`src/rtl/sys_defs.sv`:
```
// Shared system definitions for the branch reservation station.
// Holds the machine widths, the default station depth, the branch function
// encoding, the packet carried from dispatch to the branch unit, and the
// CDB wakeup helper used for both stored entries and dispatch forwarding.
package sys_defs;

    localparam int XLEN               = 32;  // architectural data width
    localparam int PRF_LEN            = 6;   // physical register index width
    localparam int ROB_LEN            = 5;   // reorder buffer index width
    localparam int DEF_RS_BRANCH_SIZE = 4;   // default number of RS entries

    typedef enum logic [2:0] {
        BR_BEQ  = 3'd0,
        BR_BNE  = 3'd1,
        BR_BLT  = 3'd2,
        BR_BGE  = 3'd3,
        BR_BLTU = 3'd4,
        BR_BGEU = 3'd5,
        BR_JAL  = 3'd6,
        BR_JALR = 3'd7
    } br_func_t;

    typedef struct packed {
        logic [XLEN-1:0]    PC;
        logic [XLEN-1:0]    offset;
        br_func_t           func;
        logic               cond_branch;
        logic [PRF_LEN-1:0] opa_preg_idx;
        logic [XLEN-1:0]    opa_value;
        logic               opa_ready;
        logic [PRF_LEN-1:0] opb_preg_idx;
        logic [XLEN-1:0]    opb_value;
        logic               opb_ready;
        logic [PRF_LEN-1:0] dest_preg_idx;
        logic [ROB_LEN-1:0] rob_idx;
    } RS_BRANCH_PACKET;

    // Capture a CDB broadcast into any operand still waiting on that tag.
    // Operands already ready are left alone; tag 0 is an ordinary tag.
    function automatic RS_BRANCH_PACKET cdb_wakeup(
        input RS_BRANCH_PACKET    pkt,
        input logic               cdb_vld,
        input logic [PRF_LEN-1:0] cdb_tag,
        input logic [XLEN-1:0]    cdb_val
    );
        RS_BRANCH_PACKET res;
        res = pkt;
        if (cdb_vld && !pkt.opa_ready && (pkt.opa_preg_idx == cdb_tag)) begin
            res.opa_value = cdb_val;
            res.opa_ready = 1'b1;
        end
        if (cdb_vld && !pkt.opb_ready && (pkt.opb_preg_idx == cdb_tag)) begin
            res.opb_value = cdb_val;
            res.opb_ready = 1'b1;
        end
        return res;
    endfunction

endpackage

```
`src/rtl/rs_branch_ps_lowest.sv`:
```
// Lowest-index priority selector.
// Ports:
//   req_i   [WIDTH] request vector
//   gnt_o   [WIDTH] one-hot grant of the lowest set request bit (zero if none)
//   found_o         at least one request bit is set
module ps_lowest #(
    parameter int WIDTH = 4
) (
    input  logic [WIDTH-1:0] req_i,
    output logic [WIDTH-1:0] gnt_o,
    output logic             found_o
);

    // Two's complement isolates the lowest set bit.
    assign gnt_o   = req_i & (~req_i + WIDTH'(1));
    assign found_o = |req_i;

endmodule

```
`src/rtl/rs_branch.sv`:
```
// Branch reservation station.
// Buffers dispatched branch instructions until both operands are ready,
// snoops the CDB for operand values, and issues one instruction at a time
// to the branch unit with a one-cycle strobe.
// Ports:
//   clock, reset         clock and synchronous active-high reset
//   dispatch_valid       new branch presented this cycle
//   dispatch_packet      fields of the new branch
//   cdb_valid            CDB broadcast valid this cycle
//   cdb_preg_idx         broadcast physical register tag
//   cdb_value            broadcast value
//   br_busy              branch unit still holds an un-broadcast result
//   squash               mispredict flush, discards all entries
//   rs_branch_full       no free entry (from registered valid bits only)
//   branch_enable        one-cycle issue strobe
//   rs_branch_packet     last issued instruction, held until the next issue
module rs_branch
    import sys_defs::*;
#(
    parameter int RS_BRANCH_SIZE = DEF_RS_BRANCH_SIZE
) (
    input  logic               clock,
    input  logic               reset,
    input  logic               dispatch_valid,
    input  RS_BRANCH_PACKET    dispatch_packet,
    input  logic               cdb_valid,
    input  logic [PRF_LEN-1:0] cdb_preg_idx,
    input  logic [XLEN-1:0]    cdb_value,
    input  logic               br_busy,
    input  logic               squash,
    output logic               rs_branch_full,
    output logic               branch_enable,
    output RS_BRANCH_PACKET    rs_branch_packet
);

    logic [RS_BRANCH_SIZE-1:0] valid_q, valid_d;
    RS_BRANCH_PACKET           entry_q [RS_BRANCH_SIZE];
    RS_BRANCH_PACKET           entry_d [RS_BRANCH_SIZE];
    logic                      branch_enable_q;
    RS_BRANCH_PACKET           packet_q;

    logic [RS_BRANCH_SIZE-1:0] alloc_gnt, issue_req, issue_gnt;
    logic                      alloc_found, issue_found, issue_go;
    RS_BRANCH_PACKET           issue_pkt;

    // Allocation and selection both look only at registered state, so a
    // slot freed by issue cannot be refilled until the following cycle.
    ps_lowest #(.WIDTH(RS_BRANCH_SIZE)) u_alloc_sel (
        .req_i   (~valid_q),
        .gnt_o   (alloc_gnt),
        .found_o (alloc_found)
    );

    always_comb begin
        for (int i = 0; i < RS_BRANCH_SIZE; i++) begin
            issue_req[i] = valid_q[i] & entry_q[i].opa_ready & entry_q[i].opb_ready;
        end
    end

    ps_lowest #(.WIDTH(RS_BRANCH_SIZE)) u_issue_sel (
        .req_i   (issue_req),
        .gnt_o   (issue_gnt),
        .found_o (issue_found)
    );

    // Blocking on branch_enable_q keeps at least one idle cycle between issues.
    assign issue_go = issue_found & ~br_busy & ~branch_enable_q & ~squash;

    always_comb begin
        issue_pkt = '0;
        for (int i = 0; i < RS_BRANCH_SIZE; i++) begin
            if (issue_gnt[i]) issue_pkt = entry_q[i];
        end
    end

    always_comb begin
        valid_d = valid_q;
        for (int i = 0; i < RS_BRANCH_SIZE; i++) begin
            entry_d[i] = entry_q[i];
            if (valid_q[i]) begin
                entry_d[i] = cdb_wakeup(entry_q[i], cdb_valid, cdb_preg_idx, cdb_value);
            end
            // alloc_found is exactly !rs_branch_full
            if (dispatch_valid && alloc_found && alloc_gnt[i]) begin
                valid_d[i] = 1'b1;
                entry_d[i] = cdb_wakeup(dispatch_packet, cdb_valid, cdb_preg_idx, cdb_value);
            end
            if (issue_go && issue_gnt[i]) begin
                valid_d[i] = 1'b0;
            end
        end
        if (squash) valid_d = '0;
    end

    always_ff @(posedge clock) begin
        if (reset) begin
            valid_q         <= '0;
            branch_enable_q <= 1'b0;
            packet_q        <= '0;
        end else begin
            valid_q         <= valid_d;
            branch_enable_q <= issue_go;
            if (issue_go) packet_q <= issue_pkt;
        end
    end

    // Entry payload is qualified by valid_q, so it needs no reset.
    always_ff @(posedge clock) begin
        for (int i = 0; i < RS_BRANCH_SIZE; i++) begin
            entry_q[i] <= entry_d[i];
        end
    end

    assign rs_branch_full   = &valid_q;
    assign branch_enable    = branch_enable_q;
    assign rs_branch_packet = packet_q;

endmodule

```
`config.mk`:
```
export PLATFORM = sky130hd
export DESIGN_NAME = rs_branch
export DESIGN_NICKNAME = d
export VERILOG_FILES = /design/src/rtl/sys_defs.sv /design/src/rtl/rs_branch_ps_lowest.sv /design/src/rtl/rs_branch.sv
export SDC_FILE = /design/constraint.sdc
export NUM_CORES = 1
export LEC_CHECK = 0
export ABC_CLOCK_PERIOD_IN_PS = 11000
export CORE_MARGIN = 3
export CORE_UTILIZATION = 41
export DETAILED_ROUTE_END_ITERATION = 8
export GPL_ROUTABILITY_DRIVEN = 0
export PLACE_DENSITY = 0.63
export SYNTH_ARGS = -nofsm -noshare
export SYNTH_HDL_FRONTEND = slang
export SYNTH_SLANG_ARGS = --single-unit
```
`constraint.sdc`:
```
create_clock -name clock -period 11 [get_ports clock]
set_clock_uncertainty 0.1 [all_clocks]
set_input_delay 2.2 -clock clock [delete_from_list [all_inputs] [get_ports clock]]
set_output_delay 2.2 -clock clock [all_outputs]
set_load 0.03 [all_outputs]
```
# Word level (Yosys, flattened, before mapping)
# Memory sizes are Yosys's and may differ from the RTL's.
# Index checks and enable logic that the tools add are counted.
# Widths: inputs -> output; s select.
# word_totals
regBits,162
ramBits,628
inputBits,201
out_inout_bits,159
wordCells,117
memories,1
# mem_list
memory,words,word_bits,read_ports,rd_clocked_by_memory_dff,wr,line,rtl
entry_q,4,157,4,0,4,rs_branch.sv:37,RS_BRANCH_PACKET entry_q [RS_BRANCH_SIZE];
# classes
add_sub_neg,2
eq_ne,10
muxes,22
bitwise,19
n_reduce_logical,46
# ops
operator,n
$mux 157,8
$mux 83,4
$mux 33,10
$eq 6x6->1,10
$logic_and 1x1->1,29
$not 4->4,3
$reduce_or 3->1,4
$and 1x1->1,11
$logic_not 1->1,10
$add 4x1->4 const B,2
$and 4x4->4,2
$reduce_or 4->1,2
$reduce_and 4->1,1
$not 1->1,3

# Longest topological paths before layout
# Gate-level depths: netlist of the first run.
# depth
word_depth,9
ltp_mapped,9

# By module
# From an unflattened synthesis of the first run, not the netlist that was laid out.
# hier_totals
hier_cells,2331
area_unflattened_um2,32615.0
# modules_own_cells
mod,n_inst,cells_each,area_each_um2,seq_area_each_um2
rs_branch,1,2321,32540.0,22101.2
ps_lowest,2,5,37.5,0.0

# Worst setup path before layout of the first run
# OpenSTA, ideal clock, no wires.
# synth_path
path_kind,in2reg
startpoint,input port cdb_preg_idx[1]
endpoint,memory entry_q[2][11] (netlist bit) (enable)
t_arrival_ps,5295
required_ps,10431
slack_ps,5136
stages,5
path_cell_list,buf_2 > xor2_1 > nor4_1 > nand4_1 > o21ai_0
# synth_rtl
item,line,rtl
start: declaration,rs_branch.sv:27,"input logic [PRF_LEN-1:0] cdb_preg_idx,"
end: declaration,rs_branch.sv:37,

==> results.md, run 1 <==
* Outcome: finished clean
* Final cell count without fillers at approximately 3700
* Hold Path Class: reg -> reg
* Clock sinks at 790
* Clk buf depth at 3
* Setup repair bufs after CTS at 0
* Count of different cell masters after synthesis at 47
* Setup TNS at 0 ns
* TritonCTS clock tree: done
* Root buffer selected by CTS: clkbuf_16
* Pwr per Cell Area at 165 nW/um2
* Worst EP required at 11.29 ns
* Clock transition at path regs at 0.06 ns
* IR drop worst, VDD at 0.000129 V
* Mapped Avg Cell Area at between 10 and 15 um2
* Leak at 12.8 nW
* Rows at 103
* Antenna Violating Nets Remaining at 0
* Drt drc at 0
* Startpoint types: primary input
* Mean routed wirelength per cell at 28.2 um
* Post-synth top area cell: edfxtp_1
* Full die area at 83600 um2
* Final slew viol count at 0
* Initial antenna violation count at 23
* Die width at 289 um
* TritonCTS Buffers at 85
* GRT Overall Usage at 0.244
* Crit-path max FO at 32
* # hold bufs at CTS at 0
* Setup violators final at 0
* Tot Pwr at 0.00669 W
* Yosys Warn Count at 0
* Post-DP HPWL at 57800 um
* WHS at 0.365 ns
* Final nets at 2768
* Final Hold Fails at 0
* Fin crit share at 0.458
* Yosys top cell area share at 0.574
* # IOs at 360
* Post-synthesis register bit count at 790
* PostCTS Resize Cnt at 0
* Core area at 79300 um2
* Cells after Synth at 2284
* Synth-to-Final Area Change at 23.1%
* Register area share after synthesis at 0.672
* Fillers at 6612
* Dpl cells at 3530
* Global route overflow at 0
* Max_cap viols at 0
* Post-synthesis cell area at 32900 um2
* Most common cell in the netlist: edfxtp_1
* Worst path arrival time at about 5.3 ns
* Area contributors post-synth: edfxtp_1, dfxtp_1, mux2_2
* Peak Freq at 199 MHz
* Total wire length at 104000 um
* Synth top cells by count: edfxtp_1, mux2_2, dfxtp_1
* Rel. slew slack at 0.214
* Main synth FF type: edfxtp_1
* Crit path kind: in -> reg
* Share of flip-flops with an asynchronous set or reset at 0
* EDFF count, synth at roughly 630
* Layout cells sized above 1 at 0.188
* Initial Util at 0.415
* Unrepaired setup endpoints after global routing: no
* Drt via density at 6.00
* Pin count of the biggest net entering global routing at between 80 and 90
* First-pass GRT wire length at between 150000 and 200000 um
* Worst skew pair latency at 0.65 ns
* Input/output buffers at 359
* Actual slew at the worst max-slew pin at 1.18 ns
* Vias at approximately 22000
* Crit path time final at roughly 5.0 ns
* Vias in the first global route at 22600
* Crit end category: register
* Chip Height at about 290 um
* H-tree levels at 3
* Drt first-iter violations at 1750
* Post-Syn Nets at ~2500
* Drt pass-1 iters at 5
## per-stage QoR
stage | worst slack, ns | util | cell area (um2)
after floorplan | 5.14 | - | 32900
after global placement | 5.29 | 0.472 | 37400
after detailed placement | 5.27 | 0.472 | 37400
after CTS | 5.97 | 0.510 | 40400
after global routing | 5.85 | 0.510 | 40400
final | 5.97 | 0.510 | 40500
## registers in the layout, summed over array words and instances, names as in the netlist
signal	count
entry_q	628
branch_enable	1
valid_q	4
rs_branch_packet	157
## cells by family after synthesis
logic type / Yosys count / synth area share
muxes: 299 / 0.102
and+or+nand+nor: 392 / 0.0585
AOI/OAI and AO/OA: 536 / 0.122
DFF: 790 / 0.672
xor gates and xnor gates: 60 / 0.0160
buffers and inverters: 207 / 0.0286
## report_power, final
part | switching (W) | leakage, nW | internal (W) | total (W)
Clock | 0.00122 | 1.44 | 0.00181 | 0.00303
Sequential | 0.0000191 | 7.09 | 0.00329 | 0.00331
Combinational | 0.000201 | 4.31 | 0.000150 | 0.000350
## final timing paths
kind	start	endpoint	slack (ns)	cells past startpoint
max	cdb_preg_idx[5]	entry_q[3][28]	5.97	5
min	entry_q[3][112]	rs_branch_packet[112]	0.36	1
min reg2reg	entry_q[3][112]	rs_branch_packet[112]	0.36	1
max reg2reg	entry_q[0][50]	rs_branch_packet[7]	6.53	6
## layout by cell type (no fill, tap or decap), types with 10 or more instances in the layout
cell type        instances
nor2_1                 159
xnor2_1                 27
nand2_1                 26
a311oi_1                61
edfxtp_1               628
a221o_1                 94
clkdlybuf4s50_1        358
nand4_1                 52
clkbuf_1                21
o22ai_1                 18
xor2_1                  33
or3_1                   11
clkbuf_8                10
nand3_1                 89
clkinv_2                10
dfxtp_1                161
bufinv_16               12
o221ai_1                43
mux2_2                 283
diode_2                 16
o21ai_4                 10
o211ai_1                43
mux2_1                  16
clkbuf_16               86
and3_1                  22
buf_4                   41
a21o_1                  22
a21oi_1                 92
o21ai_0                 47
a211oi_1                90
## critical path, cell delays in order
cell and delay, ns:
clkdlybuf4s50_1 0.84, xor2_1 0.20, nor4_4 0.66, a21o_2 0.96, mux2_2 0.43
## metal layers
metal  global-route usage  up-vias  wire length [um]
met5                    0        -               126
met4               0.0742       18              2370
met3               0.0681      167             10500
met2                0.401     1052             50500
met1                0.315    11300             40800
li1                     -     9700                 -
## layout make-up
| class | count | area, um2 | area share |
|---|---|---|---|
| Sequential cell | 790 | 22100 | 0.546 |
| Multi-Input combinational cell | 1287 | 10100 | 0.250 |
| Timing Repair Buffer | 399 | 3890 | 0.0962 |
| Clock buffer | 117 | 2370 | 0.0585 |
| Tap cell | 1050 | 1310 | 0.0325 |
| Clock inverter | 41 | 623 | 0.0154 |
| Antenna cell | 16 | 40.0 | 0.000990 |
| Inverter | 4 | 25.0 | 0.000619 |
Note: power is estimated with default switching activity, not from simulation.
==> run 2, diff against run 1 <==
- ABC_CLOCK_PERIOD_IN_PS: 11000 -> 4600
- PLACE_DENSITY: 0.63 -> 0.65
- clock period: 11 -> 4.6 ns (I/O delays scaled with it)
==> run 2 against run 1 <==
Net effect:
- wire length fell by 0.81%
- final area rose by 0.21%
- critical path depth fell by 2
- sequential share of layout area fell by 0.12 points
- die area did not move
- worst hold slack got worse by 0.00052 ns
- flip-flop and latch count did not move
- clock power rose by 120%
- highest routed layer unchanged
- total power rose by 130%
- combinational power rose by 150%
- critical path type is now reg -> out
==> results.md, run 2 (same netlist as run 1, synthesis figures left out) <==
* Fillers at roughly 6600
* Clk buf depth at 3
* Dpl cells at 3545
* Drt first-iter violations at a little under 2000
* First-pass GRT wire length at 150000 um
* Crit end category: output pin
* Drt pass-1 iters at 5
* Full die area at approximately 84000 um2
* Worst path arrival time at 2.73 ns
* Global route overflow at 0
* Crit path kind: reg -> out
* Antenna Violating Nets Remaining at 0
* Final cell count without fillers at 3719
* TritonCTS Buffers at 86
* Rel. slew slack at 0.179
* Post-DP HPWL at 58600 um
* Rows at 103
* Crit-path max FO at 32
* Leak at 12.9 nW
* Max_cap viols at 0
* Pin count of the biggest net entering global routing at 203
* Setup repair bufs after CTS at 0
* Drt drc at 0
* Setup violators final at 0
* Fin area at 40500 um2
* Synth-to-Final Area Change at 23.3%
* Total wire length at 103000 um
* Clock transition at path regs at 0.06 ns
* Setup TNS at 0 ns
* Die width at 289 um
* Peak Freq at 267 MHz
* Drt via density at 6.02
* Final Util at 0.512
* Unrepaired setup endpoints after global routing: no
* Vias at around 22000
* GRT Overall Usage at 0.241
* Initial Util at 0.415
* Pwr per Cell Area at 384 nW/um2
* Startpoint types: register
* Vias in the first global route at 23000
* Crit path time final at 3.75 ns
* # hold bufs at CTS at 0
* Final slew viol count at 0
* Core area at 79300 um2
* PostCTS Resize Cnt at 0
* Final nets at 2784
* Tot Pwr at 0.0156 W
* Input/output buffers at approximately 360
* Worst skew pair latency at 0.64 ns
* Initial antenna violation count at 18
* Outcome: finished clean
* Most common cell after layout, fill and taps aside: edfxtp_1
* Largest register FFs at between 600 and 700
* Clock sinks at 790
* H-tree levels at 3
* Layout cells sized above 1 at 0.191
* # IOs at between 300 and 400
* TritonCTS clock tree: done
* Most frequent cells in the layout: edfxtp_1, clkdlybuf4s50_1, mux2_2, dfxtp_1, nor2_1
* Fin crit share at 0.815
* Biggest register: entry_q
* Final Hold Fails at 0
* Root buffer selected by CTS: clkbuf_16
* Chip Height at between 200 and 300 um
* IR drop worst, VDD at 0.000248 V
* Mean routed wirelength per cell at 27.8 um
* Actual slew at the worst max-slew pin at 1.23 ns
* Placed cell area at 37700 um2
* Worst EP required at 3.58 ns
* Hold Path Class: reg -> reg
==> run 2: metal layers <==
layer,vias to the layer above,track usage,share of wire
li1,9731,-,-
met1,11500,0.322,0.41
met2,982,0.398,0.49
met3,166,0.0478,0.081
met4,10,0.0761,0.023
met5,-,0,0.00053
==> run 2: final timing paths <==
check	startpoint	endpoint	slack (ns)	depth (start not counted)
hold reg to reg	entry_q[3][15]	rs_branch_packet[15]	0.36	1
hold / removal	entry_q[3][15]	rs_branch_packet[15]	0.36	1
setup / recovery	valid_q[1]	rs_branch_full	0.85	3
setup reg to reg	valid_q[1]	rs_branch_packet[94]	1.08	6
==> run 2: per-stage QoR <==
step                worst slack (ns)  hold slack (ns)
floorplan                     0.0161            0.349
global placement               0.519            0.351
detailed placement             0.504            0.358
CTS                            0.866            0.369
global route                   0.735            0.386
finish                         0.851            0.364
==> run 2: layout make-up <==
type	instances	area, um2	share of cell area
multi-input combinational	1287	10100	0.249
inverter	4	25.0	0.000617
antenna	13	32.5	0.000802
clock buffer	128	2430	0.0599
timing repair buffer	414	4170	0.103
clock inverter	33	380	0.00938
sequential	790	22100	0.545
tap	1050	1310	0.0324
==> run 2: critical path, stage by stage, from the launching register on <==
cell,delay (ns)
dfxtp_2,0.94
nand2_1,0.16
nor2_1,0.16
clkdlybuf4s50_1,0.82
==> run 2: report_power, final <==
part           internal, W  switching [W]
Clock              0.00393        0.00288
Combinational     0.000371       0.000488
Sequential         0.00787      0.0000486
